### src/rtl/cflog_writer.sv
// Control-flow log producer: captures out-of-line fetch transfers from inside the executable
// region as (src,dst) pairs, buffers them, and drains them word by word into the LOG region.
module cflog_writer #(
  parameter logic [15:0] LOG_BASE   = 16'h01B0,
  parameter logic [15:0] LOG_SIZE   = 16'h0080,
  parameter int          FIFO_DEPTH = 4
) (
  input  logic        clk,
  input  logic        puc_rst,
  input  logic [15:0] pc,
  input  logic        fetch,
  input  logic [15:0] ER_min,
  input  logic [15:0] ER_max,
  input  logic        flush_ack,
  output logic        log_wr_en,
  output logic [15:0] log_addr,
  output logic [15:0] log_wdata,
  output logic        flush_req,
  output logic        stall_cpu,
  output logic        overflow,
  output logic [15:0] log_ptr
);

  localparam int AW = (FIFO_DEPTH > 1) ? $clog2(FIFO_DEPTH) : 1;
  localparam int CW = $clog2(FIFO_DEPTH + 1);

  typedef enum logic [1:0] {IDLE, WR_SRC, WR_DST, WAIT_FLUSH} state_t;

  state_t          state_q;
  logic [15:0]     ptr_q;
  logic [15:0]     ptr_inc;
  logic [15:0]     last_pc_q;
  logic            last_valid_q;
  logic            overflow_q;
  logic [15:0]     src_q [FIFO_DEPTH];
  logic [15:0]     dst_q [FIFO_DEPTH];
  logic [AW-1:0]   wr_ptr_q;
  logic [AW-1:0]   rd_ptr_q;
  logic [CW-1:0]   count_q;
  logic [CW-1:0]   count_d;

  logic [15:0]     seq2, seq4, seq6;
  logic            in_er, is_seq, evt, full, pop, push, drop;

  // Event detection in the fetch cycle; the +2/+4/+6 sums wrap at 16 bits
  assign seq2   = last_pc_q + 16'd2;
  assign seq4   = last_pc_q + 16'd4;
  assign seq6   = last_pc_q + 16'd6;
  assign in_er  = (last_pc_q >= ER_min) && (last_pc_q <= ER_max);
  assign is_seq = (pc == seq2) || (pc == seq4) || (pc == seq6);
  assign evt    = fetch && last_valid_q && in_er && !is_seq;

  assign full = (count_q == CW'(FIFO_DEPTH));
  assign pop  = (state_q == WR_DST);
  assign push = evt && (!full || pop);
  assign drop = evt && full && !pop;

  always_comb begin
    count_d = count_q;
    if (push && !pop)      count_d = count_q + 1'b1;
    else if (pop && !push) count_d = count_q - 1'b1;
  end

  always_ff @(posedge clk) begin
    if (puc_rst) begin
      wr_ptr_q     <= '0;
      rd_ptr_q     <= '0;
      count_q      <= '0;
      overflow_q   <= 1'b0;
      last_valid_q <= 1'b0;
    end else begin
      if (fetch) last_valid_q <= 1'b1;
      if (push)  wr_ptr_q     <= wr_ptr_q + 1'b1;
      if (pop)   rd_ptr_q     <= rd_ptr_q + 1'b1;
      if (drop)  overflow_q   <= 1'b1;
      count_q <= count_d;
    end
  end

  // Payload storage carries no reset; validity is tracked by count_q and last_valid_q
  always_ff @(posedge clk) begin
    if (fetch) last_pc_q <= pc;
    if (push) begin
      src_q[wr_ptr_q] <= last_pc_q;
      dst_q[wr_ptr_q] <= pc;
    end
  end

  assign ptr_inc = ptr_q + 16'd1;

  // Drain FSM; a pair is only started with room for both words, so it never straddles a flush
  always_ff @(posedge clk) begin
    if (puc_rst) begin
      state_q <= IDLE;
      ptr_q   <= '0;
    end else begin
      case (state_q)
        IDLE:       if (count_q != '0) state_q <= WR_SRC;
        WR_SRC: begin
          ptr_q   <= ptr_inc;
          state_q <= WR_DST;
        end
        WR_DST: begin
          ptr_q <= ptr_inc;
          if (ptr_inc == LOG_SIZE)  state_q <= WAIT_FLUSH;
          else if (count_d != '0)   state_q <= WR_SRC;
          else                      state_q <= IDLE;
        end
        WAIT_FLUSH: if (flush_ack) begin
          ptr_q   <= '0;
          state_q <= IDLE;
        end
        default:    state_q <= IDLE;
      endcase
    end
  end

  always_comb begin
    log_wr_en = 1'b0;
    log_wdata = '0;
    case (state_q)
      WR_SRC: begin
        log_wr_en = 1'b1;
        log_wdata = src_q[rd_ptr_q];
      end
      WR_DST: begin
        log_wr_en = 1'b1;
        log_wdata = dst_q[rd_ptr_q];
      end
      default: ;
    endcase
  end

  assign log_addr  = LOG_BASE + {ptr_q[14:0], 1'b0};
  assign flush_req = (state_q == WAIT_FLUSH);
  assign stall_cpu = flush_req | full;
  assign overflow  = overflow_q;
  assign log_ptr   = ptr_q;

endmodule

### config.mk
export PLATFORM = sky130hd
export DESIGN_NAME = cflog_writer
export DESIGN_NICKNAME = d
export VERILOG_FILES = /design/src/rtl/cflog_writer.sv
export SDC_FILE = /design/constraint.sdc
export NUM_CORES = 1
export LEC_CHECK = 0
export ABC_CLOCK_PERIOD_IN_PS = 4050
export CORE_MARGIN = 2
export CORE_UTILIZATION = 50
export DETAILED_ROUTE_END_ITERATION = 10
export PLACE_DENSITY = 0.72
export RECOVER_POWER = 25
export SYNTH_ARGS = -nofsm -noshare
export SYNTH_HDL_FRONTEND = slang
export SYNTH_SLANG_ARGS = --single-unit
### constraint.sdc
create_clock -name clk -period 4.05 [get_ports clk]
set_input_delay 0.6075 -clock clk [delete_from_list [all_inputs] [get_ports clk]]
set_output_delay 0.6075 -clock clk [all_outputs]
set_load 0.05 [all_outputs]
==> metrics.md, run 1 <==
| Metric | Value |
|---|---|
| FMAX | `0.269 GHz` |
| CTS tree | `yes` |
| Grt ovf | `0` |
| Drt total wl | `22.3 mm` |
| Final Cell Area | `11,200 µm²` |
| Clock-pin slew on the worst setup and hold paths | `0.07 ns` |
| Reg area | `4910 µm²` |
| Total of max-cap violations | `0` |
| Clk_skew | `0.00900 ns` |
| Final Cycle Share | `91.6%` |
| Antenna violations before repair | `0` |
| Placed insts | `1,070` |
| Slowest stage delay, CP | `0.71 ns` |
| Post-synthesis cell area | `9340 µm²` |
| Worst setup path start | `last_pc_q[1]` |
| Clk buf depth | `2` |
| DRT antenna net count | `0` |
| Crit Path Category | `flip-flop to flip-flop` |
| Fillers | `1,375` |
| Layout cells sized above 1 | `12.5%` |
| CP Max Fanout | `10` |
| Vias per inst | `5.93` |
| Chip height | `141 µm` |
| Final-report hold violation count | `0` |
| DRT Pass-1 Iters | `5` |
| Num ports | `104` |
| Via count | `6,540` |
| Layout net count | `965` |
| Number of buffers created by CTS | `17` |
| Leakage | `3.87 nW` |
| Pin count of the biggest net entering global routing | `33` |
| Die Wd | `141 µm` |
| Hold WC Path Type | `flip-flop to flip-flop` |
| Post-synth EDFFs | `144` |
| Peak VDD IR | `0.000274 V` |
| DP Area | `10,700 µm²` |
| Final Setup Violations | `0` |
| Critical path required time | `4.38 ns` |
| Most used flip-flop cell after synthesis | `edfxtp_1` |
| Port buffer count | `102` |
| # resized after CTS | `0` |
| Worst slew pin tran | `0.875 ns` |
| R2R depth | `10` |
| CP startpoint kind | `flip-flop` |
| WP data arrival | `4.04 ns` |
| Crit path cell chain | `clkbuf_1, a21oi_1, or3_1, o31ai_1, nand3_1, a2111oi_2, nor4_4, buf_4, a2111o_1, o311ai_1` |
| Post-route minimum period | `3.71 ns` |
| Global-route wire length before repair | `35.1 mm` |
| Core box area | `18,100 µm²` |
| Post-CTS Setup Repair Bufs | `0` |
| RSZ-0062 raised after global routing | `false` |
| Initial core utilization | `51.4%` |
| Area of the multi-input gates | `3990 µm²` |
| Status | `finished clean` |
| Syn Area/Cell | `12.5 µm²` |
| R2R setup slack | `0.34 ns` |
| Relative slew slack | `41.5%` |
| Crit end category | `flip-flop` |
| Synth async-reset ratio | `0%` |
| Mapped Nets | `854` |
| Yosys Warn Count | `0` |
| Pwr dens | `468 nW/µm²` |
| Util after Layout | `61.8%` |
| Gpl congestion | `0.907` |
| Total Power | `5.25 mW` |
| Row count | `49` |
| DRC Markers | `0` |
| RR Startpoint | `last_pc_q[1]` |
| Clock sink total | `173` |
| Die area | `19,800 µm²` |
| Clock latency at the later pin of the worst-skew pair | `0.43 ns` |
| CTS hold repair buffers | `0` |
| Synth-to-layout area growth | `20.2%` |
| Crit path capture | `count_q[1]` |
| Ant. Diodes | `0` |
| Hold path cells | `2` |
| Sequential fraction of the synthesis area | `52.5%` |
| Vias in the first global route | `6,445` |
| GR Util All Layers | `23.0%` |
| Initial DRC count | `587` |
| Synth Instances | `749` |
| Drt wl/cell | `20.2 µm` |
| Yosys cell types | `71` |
| Slew Viols, Final | `0` |
| Reg2Reg Capture Point | `count_q[1]` |
| CP max stage cell | `a2111oi_2` |
| CTS root buf | `clkbuf_16` |
| Non-Filler Instances | `1,102` |
| Hpwl dp | `15.8 mm` |
| Seq cells post-synth | `173` |
| Htree depth | `4` |
[power by group]
part	total, mW	internal [mW]	switching (mW)
Clock	1.55	0.820	0.733
Sequential	2.10	2.00	0.101
Combinational	1.60	0.654	0.943
Total	5.25	3.47	1.78
[cells in the final DEF (no fill, tap or decap), drive strengths merged, types with 3 or more instances in the layout]
cell type / n
edfxtp: 144
clkdlybuf4s50: 94
inv: 57
ha: 53
nor2: 40
mux4: 32
a21oi: 32
xnor2: 32
buf: 30
nand2: 29
dfxtp: 29
nor2b: 27
clkbuf: 26
o21ai: 24
xor2: 22
nand3: 21
nand4: 19
a22oi: 17
nor3: 15
a31oi: 10
or3: 8
and3: 8
dlygate4sd3: 8
nor4: 8
a311oi: 7
a211oi: 7
and4: 7
nand2b: 5
a41oi: 5
a211o: 4
o21a: 4
mux2i: 4
or4: 4
o31ai: 4
clkinv: 4
o211ai: 3
a21o: 3
a2111oi: 3
[how the worst min path moves through the flow]
stage / from / to / slack, ns
CTS: last_valid_q / last_valid_q / 0.53
floorplan: last_valid_q / last_valid_q / 0.43
global route: last_valid_q / last_valid_q / 0.53
global placement: rd_ptr_q[1] / flip-flop / 0.50
detailed placement: last_valid_q / last_valid_q / 0.51
finish: last_valid_q / last_valid_q / 0.52
[registers in the layout, indices dropped and copies added, names as in the netlist, named ones only]
signal	count
last_valid_q	1
state_q	2
src_q	64
wr_ptr_q	2
log_ptr	16
count_q	3
dst_q	64
overflow	1
last_pc_q	16
rd_ptr_q	2
[Yosys cell counts (3+ instances only)]
cell type    n  area (µm²)
o21a_1       4        30.0
nand2_1     29         109
o31ai_1      3        22.5
buf_1        4        15.0
buf_6        7        78.8
inv_1       48         180
a41oi_1      4        35.0
a211o_1      4        35.0
o211ai_1     3        22.5
o21ai_0     24         120
buf_4        5        37.5
mux4_2      32         721
a31oi_1     10        62.6
clkbuf_1    28         105
mux2i_1      4        40.0
nand4_1     16         100
or4_1        3        22.5
dfxtp_1     29         581
nand3_1     21         105
and4_1       6        52.6
a21oi_1     32         160
a211oi_1     6        45.0
a21o_1       3        22.5
nor4_1       7        43.8
a22oi_1     17         128
xnor2_1     30         263
ha_1        53         663
a311oi_1     7        61.3
nand2b_1     5        31.3
xor2_1      22         193
or3_1        8        50.1
nor3_1      15        75.1
edfxtp_1   144        4320
and3_1       8        50.1
nor2b_1     27         169
nor2_1      40         150
[stage by stage]
stage,hold WS (ns),TNS (ns),setup slack (ns)
floorplan,0.430,0,0.429
global placement,0.499,-2.47,-0.0260
detailed placement,0.512,-14.42,-0.135
CTS,0.525,0,0.293
global route,0.535,0,0.234
finish,0.524,0,0.339
[metal layers]
metal	wire [µm]	vias to the layer above	global-route usage (%)	share of wire, %
met2	11300	241	40.1	51
met3	1360	33	4.35	6.1
met1	9170	3194	29.5	41
met5	0	-	0	0
li1	-	3072	-	-
met4	424	0	6.63	1.9
[area by class of cell]
class	count	area share (%)
tap	229	2.55
multi-input combinational	480	35.5
clock buffer	18	3.83
inverter	48	1.61
sequential	173	43.7
timing repair buffer	140	11.5
clock inverter	14	1.28
[cells by family after synthesis]
kind of cell,after synthesis,share of synthesized area [%]
AO/OA/AOI/OAI,135,9.99
XOR/XNOR,54,5.23
adder cells (fa/ha/maj),53,7.10
buffers and inverters,96,4.87
flip-flops,173,52.5
multiplexers,37,8.27
other,1,0.0402
AND/OR/NAND/NOR,200,12.0
[critical path, delay by kind of cell, from the launching register on]
kind	cells	cell delay, ns
AO/OA/AOI/OAI	5	1.77
buffers and inverters	2	0.71
AND/OR/NAND/NOR	3	0.68
flip-flops	1	0.45
Power figures use the tool's default switching activity.
==> inputs of run 2 (changes only) <==
CORE_UTILIZATION = 35   (was 50)
PLACE_DENSITY = not set   (was 0.72)
==> run 2 against run 1 <==
Final cell count is 10% higher; hold slack worse by 0.036 ns; clock power is 10% higher; combinational power hardly changed; highest routed layer unchanged; die area is 42% higher; first-iteration DRC count is 2.7% higher; utilization is 18 points lower; total power is 2.7% higher; register-to-register slack hardly changed; clock skew is 0.0019 ns higher; the run now ends with design-rule violations left; count of clock-buffer cells in the layout is 1 lower.
==> metrics.md, run 2 (synthesized netlist as in run 1, its figures left out) <==
| Metric | Value |
|---|---|
| Global-route wire length before repair | `35.4 mm` |
| Final-report hold violation count | `0` |
| DRC Markers | `10` |
| GR Util All Layers | `16.4%` |
| CP startpoint kind | `flip-flop` |
| RR Startpoint | `last_pc_q[11]` |
| Metal2 WL | `10.7 mm` |
| Critical path required time | `4.16 ns` |
| DP Area | `10,900 µm²` |
| Commonest non-fill, non-tap cell in the layout | `edfxtp_1` |
| Slowest stage delay, CP | `0.74 ns` |
| Row count | `59` |
| Cell family with most CP delay | `simple AND/OR/NAND/NOR gates` |
| Worst slew pin tran | `0.844 ns` |
| Port buffer count | `102` |
| Crit end category | `flip-flop` |
| Die area | `28,000 µm²` |
| Relative slew slack | `43.6%` |
| Worst setup path start | `last_pc_q[11]` |
| R2R depth | `10` |
| Sw Ratio | `34.0%` |
| Initial DRC count | `603` |
| Vias in the first global route | `6,441` |
| Initial core utilization | `35.7%` |
| Total of max-cap violations | `0` |
| WHS Endpoint | `overflow` |
| Clock sink total | `173` |
| Total Power | `5.39 mW` |
| Final Cell Area | `11,500 µm²` |
| Layout net count | `974` |
| CTS root buf | `clkbuf_16` |
| Via count | `6,467` |
| DRT Pass-1 Iters | `8` |
| Num ports | `104` |
| Ant. Diodes | `0` |
| FMAX | `0.269 GHz` |
| Sequential share of power | `38.6%` |
| Clock power share | `31.7%` |
| Clk buf depth | `2` |
| Core box area | `26,100 µm²` |
| # resized after CTS | `0` |
| Internal | `3.56 mW` |
| Htree depth | `4` |
| Drt wl/cell | `18.5 µm` |
| Most frequent cells in the layout | `edfxtp_1, clkdlybuf4s50_1, ha_1` |
| Layout cells sized above 1 | `13.4%` |
| Drt total wl | `22.5 mm` |
| Post-route minimum period | `3.72 ns` |
| CP max stage cell | `nor4_4` |
| CTS tree | `yes` |
| Pwr dens | `469 nW/µm²` |
| Routed wl met3 | `1.16 mm` |
| Synth-to-layout area growth | `23.0%` |
| Worst Path Buf+Inv | `2` |
| Crit Path Category | `flip-flop to flip-flop` |
| Top Metal Used | `met4` |
| Hpwl dp | `16.2 mm` |
| CP Max Fanout | `18` |
| WP data arrival | `3.83 ns` |
| Leakage | `3.94 nW` |
| Clock-pin slew on the worst setup and hold paths | `0.07 ns` |
| Number of buffers created by CTS | `17` |
| Switching pwr | `1.83 mW` |
| Status | `complete, but fails checks` |
| Vias per inst | `5.31` |
| Chip height | `167 µm` |
| Hold path cells | `2` |
| Peak VDD IR | `0.000303 V` |
| Final Setup Violations | `0` |
| Setup TNS | `0 ns` |
| Grt ovf | `0` |
| Die Wd | `167 µm` |
| DRT antenna net count | `0` |
| Post-CTS Setup Repair Bufs | `0` |
| M1 WL | `10.2 mm` |
| RSZ-0062 raised after global routing | `false` |
| Antenna violations before repair | `0` |
| Gpl congestion | `0.887` |
| R2R setup slack | `0.33 ns` |
| Min-delay src | `overflow` |
| Top Registers | `dst_q: 64 flops, src_q: 64 flops` |
| CTS hold repair buffers | `0` |
| Hold WC Path Type | `flip-flop to flip-flop` |
| Pin count of the biggest net entering global routing | `26` |
| Clk_skew | `0.0109 ns` |
| Logic pwr share | `29.7%` |
| Slew Viols, Final | `0` |
| Final Cycle Share | `91.8%` |
| Reg2Reg Capture Point | `dst_q[3][7]` |
| Failing checks | `design-rule violations` |
| Clock latency at the later pin of the worst-skew pair | `0.44 ns` |
| Crit path cell chain | `clkbuf_1, ha_1, nand4_1, nor2_1, o21ai_0, a221oi_1, o32ai_1, nor4_4, and3_1, buf_4` |
run 2: cell count changes in the layout (fill, tap and decap cells not counted):
cell	previous run	this run
buf_4	29	37
clkinv_4	2	3
clkinv_8	2	5
bufinv_16	0	1
clkinvlp_4	1	0
inv_6	6	1
inv_12	0	2
run 2: cell type report:
class / instances / area (µm²)
clock buffers: 17 / 425
clock inverters: 15 / 213
fillers: 2411 / 14700
inverters: 48 / 180
multi-input cells: 480 / 3990
flip-flops and latches: 173 / 4910
well taps: 335 / 419
repair buffers: 149 / 1350
run 2: worst reg2reg max path: cells and delay by family, from the launching register on:
family	cells	cell delay [ns]
AO/OA/AOI/OAI	3	0.65
adder cells (fa/ha/maj)	1	0.39
buffers and inverters	2	0.61
flip-flops	1	0.49
AND/OR/NAND/NOR	4	1.26
run 2: metrics by stage:
stage | utilization, % | hold slack (ns) | setup WS [ns] | instances
finish | 43.9 | 0.488 | 0.331 | 1217
global placement | 41.6 | 0.458 | -0.263 | 1185
floorplan | - | 0.430 | 0.429 | 749
detailed placement | 41.6 | 0.459 | -0.317 | 1185
CTS | 44.0 | 0.490 | 0.139 | 1217
global route | 43.9 | 0.503 | 0.118 | 1217
run 2: worst max-delay path by stage:
stage,to,depth (start not counted)
floorplan,dst_q[0][0],10
finish,dst_q[3][7],10
detailed placement,dst_q[3][6],11
global placement,dst_q[1][6],11
CTS,dst_q[3][7],11
global route,dst_q[3][7],10
run 2: power groups by stage:
| stage | clock [mW] | combinational (mW) | sequential, mW |
|---|---|---|---|
| 2_1_floorplan | 0 | 1.10 | 2.12 |
| 3_3_place_gp | 0 | 1.61 | 2.12 |
| 3_5_place_dp | 0 | 1.62 | 2.12 |
| 4_1_cts | 1.74 | 1.63 | 2.08 |
| 5_1_grt | 1.80 | 1.74 | 2.10 |
| 6_report | 1.71 | 1.60 | 2.08 |
run 2: metal layers:
layer,vias up,GRT usage (%)
li1,3088,-
met1,3149,21.6
met2,201,27.5
met3,29,3.12
met5,-,0
met4,0,5.03
==> inputs of run 3 (changes only) <==
CAP_MARGIN = 20   (was not set)
==> run 3 against run 2 <==
Die area stayed put; utilization about the same; non-clock buffer count up 1; sequential share of layout area barely moved; first-iteration DRC count decreased by 4.5%; register-to-register slack gained 0.08 ns; global-route usage stayed put; count of clock-buffer cells in the layout did not move; the flow still finishes with violations (design-rule violations); combinational power barely moved; via count grew 0.12%.
==> metrics.md, run 3 (synthesized netlist as in run 1, its figures left out) <==
| Metric | Value |
|---|---|
| Num ports | `104` |
| Failing checks | `design-rule violations` |
| Die Wd | `167 µm` |
| Total of max-cap violations | `0` |
| Gpl congestion | `0.887` |
| Post-CTS Setup Repair Bufs | `0` |
| CTS tree | `yes` |
| DRC Markers | `10` |
| Clk buf depth | `2` |
| Drt total wl | `22.5 mm` |
| Commonest non-fill, non-tap cell in the layout | `edfxtp_1` |
| Vias per inst | `5.32` |
| CP Max Fanout | `18` |
| Final Cycle Share | `89.7%` |
| RSZ-0062 raised after global routing | `false` |
| FMAX | `0.275 GHz` |
| Drt wl/cell | `18.5 µm` |
| Slowest stage delay, CP | `0.71 ns` |
| Worst slew pin tran | `0.757 ns` |
| Clock latency at the later pin of the worst-skew pair | `0.44 ns` |
| Final-report hold violation count | `0` |
| Most frequent cells in the layout | `edfxtp_1, clkdlybuf4s50_1, ha_1` |
| Chip height | `167 µm` |
| Antenna violations before repair | `0` |
| Layout cells sized above 1 | `13.5%` |
| Hpwl dp | `16.2 mm` |
| Die area | `28,000 µm²` |
| CP startpoint kind | `flip-flop` |
| Worst path most repeated cell | `buf_4` |
| Crit end category | `flip-flop` |
| CTS hold repair buffers | `0` |
| Peak VDD IR | `0.000303 V` |
| Pwr dens | `469 nW/µm²` |
| Final Setup Violations | `0` |
| Vias in the first global route | `6,441` |
| Slew Viols, Final | `0` |
| CP max stage cell | `o32ai_1` |
| Htree depth | `4` |
| DRT antenna net count | `0` |
| Status | `complete, but fails checks` |
| Row count | `59` |
| Critical path required time | `4.22 ns` |
| Initial core utilization | `35.7%` |
| Crit Path Category | `flip-flop to flip-flop` |
| Core box area | `26,100 µm²` |
| CTS root buf | `clkbuf_16` |
| DP Worst Slack | `-0.317 ns` |
| Layout net count | `975` |
| Initial DRC count | `576` |
| Crit path cell chain | `buf_4, ha_1, a2111oi_0, nor2b_1, a221oi_1, o32ai_1, nor4_2, buf_4, and3_1, buf_4` |
| Port buffer count | `102` |
| Clk_skew | `0.0108 ns` |
| Top Registers | `dst_q: 64 flops, src_q: 64 flops` |
| Clock sink total | `173` |
| Worst Slack Setup Final | `0.416 ns` |
| Total Power | `5.39 mW` |
| Grt ovf | `0` |
| Number of buffers created by CTS | `17` |
| DRT Pass-1 Iters | `9` |
| Via count | `6,475` |
| Pin count of the biggest net entering global routing | `26` |
| GR Util All Layers | `16.4%` |
| WP data arrival | `3.80 ns` |
| Leakage | `3.94 nW` |
| Synth-to-layout area growth | `23.0%` |
| Global-route wire length before repair | `35.4 mm` |
| Hold WC Path Type | `flip-flop to flip-flop` |
| Ant. Diodes | `0` |
| Hold WS | `0.487 ns` |
| Clock-pin slew on the worst setup and hold paths | `0.07 ns` |
| Relative slew slack | `49.3%` |
| # resized after CTS | `0` |
| Post-route minimum period | `3.63 ns` |
==> run 3: per-layer routing <==
layer | vias to the layer above | track usage (%) | routed length, µm
li1 | 3090 | - | -
met1 | 3158 | 21.6 | 10300
met2 | 198 | 27.5 | 10800
met3 | 29 | 3.12 | 1100
met4 | 0 | 5.03 | 354
met5 | - | 0 | 0
==> run 3: worst paths after layout <==
check | start | end | slack, ns | depth (start not counted)
max | last_pc_q[5] | src_q[0][9] | 0.42 | 10
min reg2reg | overflow | overflow | 0.49 | 2
min | overflow | overflow | 0.49 | 2
max reg2reg | last_pc_q[5] | src_q[0][9] | 0.42 | 10
==> run 3: power by group <==
group | switching (mW) | internal (mW) | total (mW)
sequential | 0.0884 | 1.99 | 2.08
combinational | 0.943 | 0.656 | 1.60
clock | 0.801 | 0.906 | 1.71
total | 1.83 | 3.56 | 5.39
==> run 3: through the flow <==
stage | TNS, ns | instances | utilization, % | cell area, µm²
floorplan | 0 | 749 | - | 9340
global placement | -29.55 | 1185 | 41.6 | 10900
detailed placement | -37.23 | 1185 | 41.6 | 10900
CTS | 0 | 1217 | 44.0 | 11500
global route | 0 | 1218 | 43.9 | 11500
finish | 0 | 1218 | 43.9 | 11500
==> run 3: worst max-delay path, delay by kind of cell, from the launching register on <==
family | cells | cell delay [ns]
AO/OA/AOI/OAI | 3 | 1.33
buffers and inverters | 3 | 0.70
flip-flops | 1 | 0.45
adder cells (fa/ha/maj) | 1 | 0.31
AND/OR/NAND/NOR | 3 | 0.56
==> run 3: final cells by class <==
class	count	area, µm²
fillers	2414	14700
flip-flops and latches	173	4910
multi-input cells	480	3980
repair buffers	150	1360
clock buffers	17	425
well taps	335	419
clock inverters	15	213
inverters	48	180
